### src/rtl/fetch_stage_pkg.sv
// Shared constants for the instruction fetch stage: word width, reset/bubble
// values and instruction field positions.
package fetch_stage_pkg;

  localparam int WORD_W = 32;

  localparam logic [WORD_W-1:0] DEFAULT_RESET_PC = 32'h0000_0000;
  localparam logic [WORD_W-1:0] DEFAULT_NOP_WORD = 32'h0000_0000;

  localparam int OPCODE_LSB = 26;
  localparam int OPCODE_W   = 6;
  localparam int FUNCT_LSB  = 0;
  localparam int FUNCT_W    = 6;
  localparam int RT_LSB     = 16;
  localparam int RT_W       = 5;
  localparam int IMM_W      = 16;
  localparam int JIDX_W     = 26;

endpackage

### src/rtl/fetch_stage_next_pc.sv
// Next-PC selection for the fetch stage: hold on stall, otherwise
// JR > J > branch > sequential, with redirects only from a valid ID slot.
module next_pc
  import fetch_stage_pkg::*;
(
  input  logic [WORD_W-1:0] pc,
  input  logic              stall,
  input  logic              branch,
  input  logic              jump,
  input  logic              jump_reg,
  input  logic              id_valid,
  input  logic [WORD_W-1:0] rs_data,
  input  logic [WORD_W-1:0] id_instr,
  input  logic [WORD_W-1:0] id_pc_plus4,
  output logic [WORD_W-1:0] pc_plus4,
  output logic [WORD_W-1:0] pc_next,
  output logic              redirect
);

  logic [WORD_W-1:0] jr_target;
  logic [WORD_W-1:0] j_target;
  logic [WORD_W-1:0] br_target;

  always_comb begin
    pc_plus4  = pc + 32'd4;
    jr_target = {rs_data[WORD_W-1:2], 2'b00};
    j_target  = {id_pc_plus4[WORD_W-1:28], id_instr[JIDX_W-1:0], 2'b00};
    br_target = id_pc_plus4 +
                {{(WORD_W-IMM_W-2){id_instr[IMM_W-1]}}, id_instr[IMM_W-1:0], 2'b00};

    // A request against a bubble is stale; the controller re-issues it later.
    redirect = id_valid & ~stall & (jump_reg | jump | branch);

    pc_next = pc_plus4;
    if (stall) begin
      pc_next = pc;
    end else if (id_valid && jump_reg) begin
      pc_next = jr_target;
    end else if (id_valid && jump) begin
      pc_next = j_target;
    end else if (id_valid && branch) begin
      pc_next = br_target;
    end
  end

endmodule

### src/rtl/fetch_stage.sv
// Instruction fetch stage: PC register, IF/ID pipeline register and a count
// of valid instructions captured. Instruction memory is read combinationally.
module fetch_stage
  import fetch_stage_pkg::*;
#(
  parameter logic [WORD_W-1:0] RESET_PC = DEFAULT_RESET_PC,
  parameter logic [WORD_W-1:0] NOP_WORD = DEFAULT_NOP_WORD
) (
  input  logic                Clk,
  input  logic                Rst,
  input  logic                Stall,
  input  logic                Branch,
  input  logic                Jump,
  input  logic                JumpReg,
  input  logic [WORD_W-1:0]   RsData,
  input  logic [WORD_W-1:0]   IMemData,
  output logic [WORD_W-1:0]   IMemAddr,
  output logic [WORD_W-1:0]   IF_ID_Instr,
  output logic [WORD_W-1:0]   IF_ID_PCPlus4,
  output logic                IF_ID_Valid,
  output logic [OPCODE_W-1:0] OPCode,
  output logic [FUNCT_W-1:0]  Function,
  output logic [RT_W-1:0]     TargetReg,
  output logic [WORD_W-1:0]   FetchCount
);

  logic [WORD_W-1:0] pc_q, pc_d;
  logic [WORD_W-1:0] instr_q, instr_d;
  logic [WORD_W-1:0] pc_plus4_q, pc_plus4_d;
  logic              valid_q, valid_d;
  logic [WORD_W-1:0] count_q, count_d;

  logic [WORD_W-1:0] seq_pc_plus4;
  logic [WORD_W-1:0] sel_pc;
  logic              redirect;

  next_pc u_next_pc (
    .pc          (pc_q),
    .stall       (Stall),
    .branch      (Branch),
    .jump        (Jump),
    .jump_reg    (JumpReg),
    .id_valid    (valid_q),
    .rs_data     (RsData),
    .id_instr    (instr_q),
    .id_pc_plus4 (pc_plus4_q),
    .pc_plus4    (seq_pc_plus4),
    .pc_next     (sel_pc),
    .redirect    (redirect)
  );

  always_comb begin
    pc_d       = pc_q;
    instr_d    = instr_q;
    pc_plus4_d = pc_plus4_q;
    valid_d    = valid_q;
    count_d    = count_q;
    if (!Stall) begin
      pc_d = sel_pc;
      // The word fetched this cycle is on the wrong path after a redirect.
      if (redirect) begin
        instr_d = NOP_WORD;
        valid_d = 1'b0;
      end else begin
        instr_d    = IMemData;
        pc_plus4_d = seq_pc_plus4;
        valid_d    = 1'b1;
        count_d    = count_q + 32'd1;
      end
    end
  end

  always_ff @(posedge Clk or negedge Rst) begin
    if (!Rst) begin
      pc_q       <= RESET_PC;
      instr_q    <= NOP_WORD;
      pc_plus4_q <= '0;
      valid_q    <= 1'b0;
      count_q    <= '0;
    end else begin
      pc_q       <= pc_d;
      instr_q    <= instr_d;
      pc_plus4_q <= pc_plus4_d;
      valid_q    <= valid_d;
      count_q    <= count_d;
    end
  end

  assign IMemAddr      = pc_q;
  assign IF_ID_Instr   = instr_q;
  assign IF_ID_PCPlus4 = pc_plus4_q;
  assign IF_ID_Valid   = valid_q;
  assign FetchCount    = count_q;
  assign OPCode        = instr_q[OPCODE_LSB +: OPCODE_W];
  assign Function      = instr_q[FUNCT_LSB +: FUNCT_W];
  assign TargetReg     = instr_q[RT_LSB +: RT_W];

endmodule

### config.mk
export PLATFORM = sky130hd
export DESIGN_NAME = fetch_stage
export DESIGN_NICKNAME = d
export VERILOG_FILES = /design/src/rtl/fetch_stage_pkg.sv /design/src/rtl/fetch_stage_next_pc.sv /design/src/rtl/fetch_stage.sv
export SDC_FILE = /design/constraint.sdc
export NUM_CORES = 1
export LEC_CHECK = 0
export BUFFER_PORTS_ARGS = -buffer_cell sky130_fd_sc_hd__buf_4
export CAP_MARGIN = 20
export CORE_ASPECT_RATIO = 0.75
export CORE_MARGIN = 5
export CORE_UTILIZATION = 55
export DETAILED_ROUTE_END_ITERATION = 12
export PLACE_DENSITY_LB_ADDON = 0.12
export SKIP_CTS_REPAIR_TIMING = 1
export SYNTH_ARGS = -nofsm -noshare
export SYNTH_HDL_FRONTEND = slang
export SYNTH_SLANG_ARGS = --single-unit
### constraint.sdc
create_clock -name Clk -period 5.36 [get_ports Clk]
set_input_delay 1.072 -clock Clk [delete_from_list [all_inputs] [get_ports Clk]]
set_output_delay 1.072 -clock Clk [all_outputs]
set_load 0.05 [all_outputs]
* Word level (Yosys, flattened, before mapping) *
Cells that the tools add are included.

operators by class
  add/subtract/negate cells = 3
  reductions and logical operators = 4
  bitwise logic cells = 6
  multiplexer cells = 5

operator list
  operator                                        count
  2-to-1 mux 32 bit                               4
  adder 32 x 1 -> 32 bit (second input constant)  1
  adder 32 x 3 -> 32 bit (second input constant)  1
  adder 32 bit                                    1
  logical AND 1 bit                               3
  bitwise AND 1 bit                               2
  NOT 1 bit                                       2
  bitwise OR 1 bit                                2
  AND reduction 2 bit                             1
  2-to-1 mux 1 bit                                1

storage, ports and cells
  register bits after elaboration = 129
  input bits = 70

* Longest topological paths before layout *
Gate-level depths: netlist of run 1.

  depth in word-level cells = 5
  gate-level depth with buffers = 10
  mapped depth without buffers = 10

* Hierarchy *
From an unflattened synthesis of run 1, not the netlist that was laid out.

unflattened totals
  cells, all modules = 973
  area total of the unflattened synthesis = 8750.9 um^2

by module, submodules not included
  module       cells an instance  area each (um^2)  sequential area each (um^2)  times used
  fetch_stage  423                5361.4            3228.1                       1
  next_pc      550                3389.5            0.0                          1

* Least setup slack after synthesis of run 1 *
No wires, ideal clock.

  path type = reg-to-reg
  from = reg instr_q[0], in the netlist IF_ID_Instr[0]
  to = reg pc_q[28], in the netlist IMemAddr[28]
  clock period less this slack = 3.131 ns
  stages on the path, launching flop included = 11
  arrival = 3.004 ns
  setup slack = 2.229 ns
  buffers on the path = 0
  cells stage by stage = dfrtp_1 -> ha_1 -> fa_1 -> a211o_1 -> a211o_1 -> a211oi_2 -> o21ai_2 -> a221o_1 -> a21oi_2 -> xor2_1 -> a31oi_1

on the way
  word-level cells in the longest chain between the ends = 4

RTL lines
  element                 RTL line                   source
  start, declared         fetch_stage.sv:28          logic [WORD_W-1:0] instr_q, instr_d;
  start signal, assigned  fetch_stage.sv:82          instr_q <= instr_d;
  adder 32 bit            fetch_stage_next_pc.sv:28  br_target = id_pc_plus4 +
  2-to-1 mux 32 bit       fetch_stage_next_pc.sv:41  end else if (id_valid && branch) begin
  2-to-1 mux 32 bit       fetch_stage_next_pc.sv:39  end else if (id_valid && jump) begin
  2-to-1 mux 32 bit       fetch_stage_next_pc.sv:37  end else if (id_valid && jump_reg) begin
  end signal, assigned    fetch_stage.sv:81          pc_q <= pc_d;
  end, declared           fetch_stage.sv:27          logic [WORD_W-1:0] pc_q, pc_d;

No other way between the ends.
A chain may end at the register's enable or synchronous reset.

* Worst setup path in the final report of run 1 *
  from = reg instr_q[0], in the netlist IF_ID_Instr[0]
  to = reg pc_q[30], in the netlist IMemAddr[30]

The elaborated chain is that of the path after synthesis.

==> qor.txt, run 1 <==
Status -> finished clean
Htree depth -> 4
Layout cell share with drive strength beyond 1 -> 0.238
Reg clk slew, reported paths -> 0.06 ns
Die Y -> 115 um
Count of pins over their slew limit -> 0
Cts bufs inserted -> 17
Distinct cells, synth -> 68
DR iter-0 viols -> 753
VDD IR max -> 0.279 mV
Min Clock Period, post-route -> 3.45 ns
Fmax -> 290 MHz
Cells after Synth -> 958
Crit-path cells -> ha_1 -> fa_1 -> a211o_1 -> a211o_1 -> a211oi_1 -> nor3_1 -> o31ai_1 -> o21ai_0 -> xnor2_1 -> o21ai_0
Area after DPL -> 9660 um2
Area grow syn2layout -> 26.4%
Startpoint Class -> register
Final instance area -> 10200 um2
Via-to-Cell Ratio -> 5.80
Cell area after synthesis -> 8090 um2
Pre-Repair DR Iteration Count -> 5
Die Wd -> 150 um
Setup_tns -> 0 ns
# diodes -> 0
Seq. cell area -> 3230 um2
Worst EP arrival -> 3.75 ns
WL per Instance -> 19.6 um
Core region area -> 14500 um2
Power density cells -> 470 nW/um2
Syn_nets -> 1060
DRC Markers -> 0
Yosys warning total -> 0
Max stage delay on crit path -> 0.48 ns
Area occupied by multi-input gates -> 4460 um2
Final wirelength -> 26.4 mm
Most common cell after layout, fill and taps aside -> buf_4
Sequential fraction of the synthesis area -> 0.399
GRT Residual Overflow -> 0
Initial antenna violation count -> 0
CP Capture Type -> register
Gp weighted congestion -> 0.962
RSZ-0062 raised after global routing -> false
Setup CP Type -> reg -> reg
GRT Overall Usage -> 0.308
Skew final -> 0.00973 ns
Finish-stage setup viols -> 0
Final core occ -> 0.707
Relative slew slack -> 0.463
Mean Syn Cell Area -> 8.44 um2
Port bufs -> 213
Max-Cap Viols -> 0
Most frequent cells in the layout -> buf_4, nand2_1, dfrtp_1
CTS tree -> done
HPWL after detailed placement -> 19.2 mm
Clock sinks -> 129
Initial Util -> 0.560
Filler instances -> 1218
Nets -> 1238
Boundary pin count -> 216
Floorplan row count -> 38
Worst-path maximum fanout -> 5
Vias in the first global route -> 7456
First-pass GRT wire length -> 41.3 mm
P_leak -> 0.00493 uW
Number of flops mapped to enable cells by yosys -> 0
CP delay by family, top -> compound AO/OA/AOI/OAI gates
Routed Antenna Nets -> 0
Worst path slowest cell -> o31ai_1
Worst-Skew Late Latency -> 0.43 ns
Die area -> 17300 um2
Hold Slack -> 0.464 ns
Period utilization -> 0.643
Max Buffers Root-to-Sink -> 2
Largest net degree at the start of global routing -> 83
Root Buffer -> clkbuf_16
Post-synth top flop -> dfrtp_1
Asr flop ratio synth -> 1.00
Synth Register Bits -> 129
Worst Hold Class -> reg -> reg
Final hold vios -> 0
Via count -> 7818
CP Data Required Time -> 5.66 ns
Pin slew with the least headroom to its limit -> 0.803 ns
Crit path buf inv count -> 0
[worst paths after layout]
path | cells after the start | from | endpoint | slack [ns]
max | 10 | IF_ID_Instr[0]$_DFFE_PN0N_ | IMemAddr[30]$_DFFE_PN0N_ | 1.91
min | 1 | FetchCount[31]$_DFFE_PN0P_ | FetchCount[31]$_DFFE_PN0P_ | 0.46
max reg2reg | 10 | IF_ID_Instr[0]$_DFFE_PN0N_ | IMemAddr[30]$_DFFE_PN0N_ | 1.91
min reg2reg | 1 | FetchCount[31]$_DFFE_PN0P_ | FetchCount[31]$_DFFE_PN0P_ | 0.46
max in group asynchronous | 3 | Rst | FetchCount[31]$_DFFE_PN0P_ | 3.68
min in group asynchronous | 1 | Rst | IF_ID_Instr[3]$_DFFE_PN0N_ | 0.62
[stage by stage]
stage                     setup WS, ns  total power (uW)  instances
after floorplan                   2.23              3010        958
after global placement            2.07              3680       1316
after detailed placement          2.01              3710       1316
after CTS                         1.96              4790       1347
after global routing              1.77              5040       1348
final                             1.91              4800       1348
[state kept, by name, summed over array words and instances, names as in the netlist]
register       flops
IF_ID_Valid        1
IF_ID_PCPlus4     32
FetchCount        32
IF_ID_Instr       32
IMemAddr          32
[layout make-up]
| class | count | area share |
|---|---|---|
| flip-flops and latches | 129 | 0.316 |
| clock inverters | 14 | 0.0109 |
| repair buffers | 224 | 0.166 |
| multi-input cells | 749 | 0.436 |
| well taps | 200 | 0.0245 |
| inverters | 15 | 0.00551 |
| clock buffers | 17 | 0.0416 |
[power breakdown]
part	switching (uW)	internal [uW]	total, uW	leakage (uW)
clock network	470	594	1060	0.000250
registers	279	1170	1440	0.00165
logic	1550	741	2290	0.00303
total	2300	2500	4800	0.00493
[per-layer routing]
| metal | GRT usage | up-vias | routed length (um) |
|---|---|---|---|
| li1 | - | 3729 | - |
| met1 | 0.446 | 3686 | 11800 |
| met2 | 0.456 | 365 | 11500 |
| met3 | 0.0922 | 38 | 2610 |
| met4 | 0.0737 | 0 | 450 |
| met5 | 0 | - | 0 |
[cell families after synthesis]
logic type               Yosys count  share of synthesized area
AO/OA/AOI/OAI                    274                      0.205
XOR/XNOR                          79                     0.0856
adder cells (fa/ha/maj)           32                     0.0504
buffers and inverters             80                     0.0500
flip-flops                       129                      0.399
multiplexers                       5                    0.00634
AND/OR/NAND/NOR                  359                      0.204
[worst reg2reg max path, stage by stage, from the launching register on]
cell      delay [ns]
dfrtp_1         0.46
ha_1            0.26
fa_1            0.43
a211o_1         0.36
a211o_1         0.38
a211oi_1        0.32
nor3_1          0.15
o31ai_1         0.48
o21ai_0         0.20
xnor2_1         0.17
o21ai_0         0.09
[synthesized netlist by cell type (all sizes together) (2+ instances only)]
cell      n  share of area
o22ai     4         0.0031
or3       2         0.0015
nand2   177          0.082
and3     24          0.019
inv      15         0.0070
and2      8         0.0065
buf      22          0.020
nand2b    2         0.0015
o221ai    4         0.0043
o21bai    5         0.0046
nor2b     3         0.0023
xor2     30          0.032
nor2     65          0.030
ha       31          0.048
xnor2    49          0.053
o211ai    8         0.0074
a211o     6         0.0067
nand4    18          0.014
a221oi    2         0.0022
a21oi    54          0.034
nor4      4         0.0050
a211oi   18          0.017
o21a      6         0.0056
a22oi     5         0.0046
a311oi    2         0.0022
and4      8         0.0087
a31oi     6         0.0046
mux2i     4         0.0050
a21o     16          0.015
nor3     15          0.011
or2       2         0.0015
o31ai     2         0.0036
nand3    29          0.018
o21ai   127          0.079
dfrtp   129           0.40
clkbuf   43          0.023
No activity file was read; power rests on OpenSTA's default activity.
==> inputs of run 2 (changes only) <==
Settings changed: ABC_AREA set to 1.
Clock period 5.36 ns to 3.5 ns, I/O delays scaled along.
==> run 2 against run 1 <==
Compared with the run above:
- non-clock buffer count down 2
- flip-flop and latch count is the same
- largest cell class unchanged
- final cell count up 30%
- register-to-register slack lost 1.1 ns
- highest routed layer unchanged
==> qor.txt, run 2 <==
Status -> finished clean (unchanged)
Max Buffers Root-to-Sink -> 2 (unchanged)
GRT Overall Usage -> 0.313 (was 0.308)
Boundary pin count -> 216 (unchanged)
Startpoint Class -> register (unchanged)
Worst path slowest cell -> fa_1 (was o31ai_1)
CTS tree -> done (unchanged)
Clock power frac -> 0.204 (was 0.222)
WL per Instance -> 17.5 um (was 19.6 um)
Root Buffer -> clkbuf_16 (unchanged)
Via count -> 9657 (was 7818)
Initial Util -> 0.566 (was 0.560)
Period utilization -> 0.770 (was 0.643)
Floorplan row count -> 40 (was 38)
Initial antenna violation count -> 0 (unchanged)
Core region area -> 16200 um2 (was 14500 um2)
Port bufs -> 213 (unchanged)
Max-Cap Viols -> 0 (unchanged)
Syn_nets -> 1453 (was 1060)
Max stage delay on crit path -> 0.44 ns (was 0.48 ns)
First-pass GRT wire length -> 48.6 mm (was 41.3 mm)
Sequential Power Share -> 0.264 (was 0.301)
Pre-Repair DR Iteration Count -> 6 (was 5)
Via-to-Cell Ratio -> 5.50 (was 5.80)
Area after DPL -> 10800 um2 (was 9660 um2)
Worst Hold Class -> in -> async (was reg -> reg)
Setup CP Type -> reg -> reg (unchanged)
Synth area leader -> dfrtp_1 (unchanged)
# diodes -> 0 (unchanged)
Routed Antenna Nets -> 0 (unchanged)
Die Y -> 122 um (was 115 um)
Cells after Synth -> 1351 (was 958)
Count of pins over their slew limit -> 0 (unchanged)
Internal Power -> 4500 uW (was 2500 uW)
Die area -> 19300 um2 (was 17300 um2)
Commonest cells post-synth -> nand2_1, inv_1, nor2_1, dfrtp_1, nand3_1 (was nand2_1, dfrtp_1, o21ai_0, nor2_1, a21oi_1)
Clock sinks -> 129 (unchanged)
P_leak -> 0.00616 uW (was 0.00493 uW)
Most frequent cells in the layout -> nand2_1, buf_4, inv_1 (was buf_4, nand2_1, dfrtp_1)
Worst-path maximum fanout -> 5 (unchanged)
Min Clock Period, post-route -> 2.70 ns (was 3.45 ns)
Reg2Reg Depth -> 16 (was 10)
Largest net degree at the start of global routing -> 76 (was 83)
Synth Register Bits -> 129 (unchanged)
Post-synth top flop -> dfrtp_1 (unchanged)
Area grow syn2layout -> 24.8% (was 26.4%)
Cts bufs inserted -> 17 (unchanged)
Yosys top cell area share -> 0.353 (was 0.399)
Final instance area -> 11400 um2 (was 10200 um2)
Most common cell after layout, fill and taps aside -> nand2_1 (was buf_4)
Worst-Skew Late Latency -> 0.43 ns (about the same)
Pin slew with the least headroom to its limit -> 1.05 ns (was 0.803 ns)
Distinct cells, synth -> 41 (was 68)
CP Data Required Time -> 3.82 ns (was 5.66 ns)
DR iter-0 viols -> 1130 (was 753)
Reg clk slew, reported paths -> 0.06 ns (about the same)
Final hold vios -> 0 (unchanged)
Nets -> 1636 (was 1238)
GRT Residual Overflow -> 0 (unchanged)
Logic pwr share -> 0.532 (was 0.477)
Worst EP arrival -> 3.01 ns (was 3.75 ns)
Sw Pwr -> 4720 uW (was 2300 uW)
Switching Share -> 0.512 (was 0.479)
Layout cell share with drive strength beyond 1 -> 0.182 (was 0.238)
Asr flop ratio synth -> 1.00 (unchanged)
Htree depth -> 4 (unchanged)
Finish-stage setup viols -> 0 (unchanged)
Sequential fraction of the synthesis area -> 0.353 (was 0.399)
Final wirelength -> 30.7 mm (was 26.4 mm)
HPWL after detailed placement -> 23.2 mm (was 19.2 mm)
CP Capture Type -> register (unchanged)
VDD IR max -> 0.579 mV (was 0.279 mV)
Relative slew slack -> 0.301 (was 0.463)
Setup_tns -> 0 ns (unchanged)
RSZ-0062 raised after global routing -> false (unchanged)
Post-Layout Cell Count -> 1757 (was 1348)
Placed insts -> 1725 (was 1316)
Vias in the first global route -> 8946 (was 7456)
Yosys warning total -> 0 (unchanged)
Number of flops mapped to enable cells by yosys -> 0 (unchanged)
Fmax -> 371 MHz (was 290 MHz)
Gp weighted congestion -> 0.948 (was 0.962)
Cell area after synthesis -> 9150 um2 (was 8090 um2)
Die Wd -> 159 um (was 150 um)
Largest cells by area after synthesis -> dfrtp_1, nand2_1, inv_1 (was dfrtp_1, nand2_1, o21ai_0)
Power density cells -> 808 nW/um2 (was 470 nW/um2)
Crit-path cells -> ha_1 -> fa_1 -> nand3_1 -> nand2_1 -> nand2_1 -> nand2_1 -> nand2_1 -> nand2_1 -> inv_1 -> o21bai_1 -> nand2_1 -> nand3_1 -> nand2_1 -> nand2_1 -> nand2_1 -> nand2_1 (was ha_1 -> fa_1 -> a211o_1 -> a211o_1 -> a211oi_1 -> nor3_1 -> o31ai_1 -> o21ai_0 -> xnor2_1 -> o21ai_0)
Most frequent cell after synthesis -> nand2_1 (unchanged)
Skew final -> 0.0114 ns (was 0.00973 ns)
CP most frequent cell -> nand2_1
DRC Markers -> 0 (unchanged)
Mean Syn Cell Area -> 6.77 um2 (was 8.44 um2)
run 2: cell types whose count changed after synthesis, moves of 11 or more:
cell and change:
nand2_1 +302, inv_1 +153, o21ai_0 -73, nor2_1 +71, nand3_1 +37, xnor2_1 -30, and3_1 -22, a21oi_1 -21
a211oi_1 -17, a22o_1 +17, clkbuf_1 -11
run 2: power groups by stage:
stage               combinational, uW  sequential (uW)  clock, uW
global route                     5310             2490       1960
CTS                              4880             2420       1900
global placement                 4790             2440          0
detailed placement               4850             2440          0
finish                           4910             2430       1880
floorplan                        2200             3570          0
run 2: worst max-delay path: cells and delay by family (launching register included):
family,cells,cell delay [ns]
AOI/OAI and AO/OA,1,0.08
adders and majority gates,2,0.72
buffers and inverters,1,0.16
DFF,1,0.43
and+or+nand+nor,12,1.20
run 2: worst paths after layout:
kind	startpoint	slack, ns	end
setup reg to reg	IF_ID_Instr[0]$_DFFE_PN0N_	0.80	IMemAddr[20]$_DFFE_PN0N_
min in group Clk	FetchCount[31]$_DFFE_PN0P_	0.47	FetchCount[31]$_DFFE_PN0P_
max in group asynchronous	Rst	2.47	FetchCount[4]$_DFFE_PN0P_
setup / recovery	IF_ID_Instr[0]$_DFFE_PN0N_	0.80	IMemAddr[20]$_DFFE_PN0N_
hold / removal	Rst	0.21	IF_ID_PCPlus4[29]$_DFFE_PN0P_
hold reg to reg	FetchCount[31]$_DFFE_PN0P_	0.47	FetchCount[31]$_DFFE_PN0P_
run 2: logic make-up (layout without fill, tap and decap cells):
kind of cell             count (synthesis)  after routing  share of synthesized area
adder cells (fa/ha/maj)                 32             32                     0.0446
AO/OA/AOI/OAI                          142            142                     0.0935
XOR/XNOR                                59             59                     0.0565
flip-flops                             129            129                      0.353
AND/OR/NAND/NOR                        761            761                      0.350
buffers and inverters                  228            424                      0.102
run 2: metal layers:
metal	up-vias	routed length, um	share of wire	GRT usage
met5	-	0	0	0
met4	0	731	0.024	0.102
met3	55	3410	0.11	0.0717
met2	535	13100	0.42	0.459
met1	4430	13500	0.44	0.460
li1	4637	-	-	-
run 2: area by class of cell:
class | instances | area [um2]
multi-input cells | 994 | 4980
fillers | 1423 | 4750
flip-flops and latches | 129 | 3230
repair buffers | 222 | 1680
inverters | 170 | 638
clock buffers | 19 | 443
well taps | 210 | 263
clock inverters | 13 | 176
run 2: per-stage QoR:
stage / utilization / power, uW / setup WS (ns) / hold WS [ns]
2_1_floorplan: - / 5780 / 1.17 / 0.404
3_3_place_gp: 0.668 / 7220 / 0.987 / 0.463
3_5_place_dp: 0.668 / 7300 / 0.926 / 0.467
4_1_cts: 0.706 / 9200 / 0.882 / 0.244
5_1_grt: 0.706 / 9760 / 0.561 / 0.271
6_report: 0.706 / 9230 / 0.803 / 0.215
==> inputs of run 3 (changes only) <==
Clock period 3.5 ns to 2.8 ns, I/O delays scaled along.
==> run 3 against run 2 <==
Compared with the run above:
- via count increased by 0.68%
- largest cell class unchanged
- sequential power up 25%
- wire length increased by 1.1%
==> qor.txt, run 3 (synthesis gave the netlist of run 2 again) <==
Layout cell share with drive strength beyond 1 -> 0.187 (was 0.182)
Via count -> 9723 (was 9657)
Nets -> 1646 (was 1636)
Area occupied by multi-input gates -> 4980 um2 (unchanged)
Pre-Repair DR Iteration Count -> 6 (unchanged)
Die Y -> 122 um (unchanged)
Status -> finished clean (unchanged)
Max-Cap Viols -> 0 (unchanged)
Final hold vios -> 0 (unchanged)
Initial Util -> 0.566 (unchanged)
Worst-path maximum fanout -> 17 (was 5)
Worst-Skew Late Latency -> 0.43 ns (about the same)
Area grow syn2layout -> 24.9% (was 24.8%)
Clock sinks -> 129 (unchanged)
Boundary pin count -> 216 (unchanged)
Pin slew with the least headroom to its limit -> 0.751 ns (was 1.05 ns)
DRC Markers -> 0 (unchanged)
Most frequent cells in the layout -> nand2_1, buf_4, inv_1 (unchanged)
RSZ-0062 raised after global routing -> false (unchanged)
Fmax -> 380 MHz (was 371 MHz)
Reg clk slew, reported paths -> 0.06 ns (about the same)
Worst EP arrival -> 2.94 ns (was 3.01 ns)
Skew final -> 0.0109 ns (was 0.0114 ns)
Final wirelength -> 31.1 mm (was 30.7 mm)
WL per Instance -> 17.6 um (was 17.5 um)
GRT Residual Overflow -> 0 (unchanged)
Filler instances -> 1396 (was 1423)
CP Capture Type -> register (unchanged)
Setup CP Type -> reg -> reg (unchanged)
Area after DPL -> 10900 um2 (was 10800 um2)
CTS tree -> done (unchanged)
VDD IR max -> 0.702 mV (was 0.579 mV)
HPWL after detailed placement -> 23.4 mm (was 23.2 mm)
Root Buffer -> clkbuf_16 (unchanged)
Vias in the first global route -> 8795 (was 8946)
Port bufs -> 213 (unchanged)
GRT Overall Usage -> 0.315 (was 0.313)
Min Clock Period, post-route -> 2.63 ns (was 2.70 ns)
First-pass GRT wire length -> 48.6 mm (about the same)
Worst Hold Class -> in -> async (unchanged)
Finish-stage setup viols -> 0 (unchanged)
Setup_tns -> 0 ns (unchanged)
Floorplan row count -> 40 (unchanged)
Final instance area -> 11400 um2 (about the same)
P_leak -> 0.00619 uW (was 0.00616 uW)
Routed Antenna Nets -> 0 (unchanged)
Via-to-Cell Ratio -> 5.50 (about the same)
Cts bufs inserted -> 17 (unchanged)
Period utilization -> 0.939 (was 0.770)
Max Buffers Root-to-Sink -> 2 (unchanged)
Die Wd -> 159 um (unchanged)
Startpoint Class -> register (unchanged)
Count of pins over their slew limit -> 0 (unchanged)
# diodes -> 0 (unchanged)
Most common cell after layout, fill and taps aside -> nand2_1 (unchanged)
Relative slew slack -> 0.500 (was 0.301)
DR iter-0 viols -> 1081 (was 1130)
CP Data Required Time -> 3.11 ns (was 3.82 ns)
Largest net degree at the start of global routing -> 66 (was 76)
Gp weighted congestion -> 0.970 (was 0.948)
Core region area -> 16200 um2 (unchanged)
Seq. cell area -> 3230 um2 (unchanged)
Power density cells -> 991 nW/um2 (was 808 nW/um2)
Initial antenna violation count -> 0 (unchanged)
Hold Slack -> 0.0812 ns (was 0.215 ns)
Die area -> 19300 um2 (unchanged)
Htree depth -> 4 (unchanged)
[run 3: worst paths after layout]
| path | slack, ns | endpoint | cells past startpoint | start |
|---|---|---|---|---|
| worst max-delay path | 0.17 | IMemAddr[26]$_DFFE_PN0N_ | 14 | IF_ID_Instr[15]$_DFFE_PN0N_ |
| min in group Clk | 0.34 | IF_ID_Instr[19]$_DFFE_PN0N_ | 3 | IMemData[19] |
| worst min-delay path | 0.08 | IF_ID_Instr[24]$_DFFE_PN0N_ | 1 | Rst |
| worst max register to register | 0.17 | IMemAddr[26]$_DFFE_PN0N_ | 14 | IF_ID_Instr[15]$_DFFE_PN0N_ |
| worst min register to register | 0.50 | FetchCount[28]$_DFFE_PN0P_ | 1 | FetchCount[28]$_DFFE_PN0P_ |
| max in group asynchronous | 2.03 | IF_ID_Instr[19]$_DFFE_PN0N_ | 2 | Rst |
[run 3: routing by layer]
metal  global-route usage  share of wire  up-vias  wire [um]
li1                     -              -     4658          -
met5                    0              0        -          0
met3               0.0717           0.11       46       3280
met2                0.470           0.44      553      13600
met1                0.466           0.44     4466      13800
met4               0.0751          0.015        0        471
[run 3: report_power, final]
group          switching [uW]  internal [uW]
Clock                     903           1230
Sequential                698           2340
Combinational            4290           1870
Total                    5890           5440
[run 3: critical path, stage by stage, from the launching register on]
cell,delay (ns)
dfrtp_1,0.64
ha_1,0.53
nand2_1,0.12
nor2_1,0.25
nand2_1,0.12
nor2_1,0.12
nand2_1,0.08
nand3_1,0.09
nand2_1,0.05
nand3_1,0.07
nand3_1,0.13
nand2_1,0.10
nand2_1,0.06
nand2_1,0.10
nand2_1,0.05
[run 3: per-stage QoR]
| stage | power [uW] | worst slack [ns] | std cells | utilization |
|---|---|---|---|---|
| 3_5_place_dp | 9140 | 0.316 | 1735 | 0.673 |
| 6_report | 11300 | 0.171 | 1767 | 0.707 |
| 3_3_place_gp | 9060 | 0.346 | 1735 | 0.673 |
| 2_1_floorplan | 7220 | 0.469 | 1351 | - |
| 4_1_cts | 11300 | 0.275 | 1767 | 0.707 |
| 5_1_grt | 12000 | 0.0124 | 1767 | 0.707 |
[run 3: final cells by class]
| class | instances | share of cell area |
|---|---|---|
| Clock buffer | 18 | 0.0375 |
| Inverter | 170 | 0.0558 |
| Timing Repair Buffer | 232 | 0.154 |
| Sequential cell | 129 | 0.282 |
| Clock inverter | 14 | 0.0113 |
| Multi-Input combinational cell | 994 | 0.436 |
| Tap cell | 210 | 0.0230 |
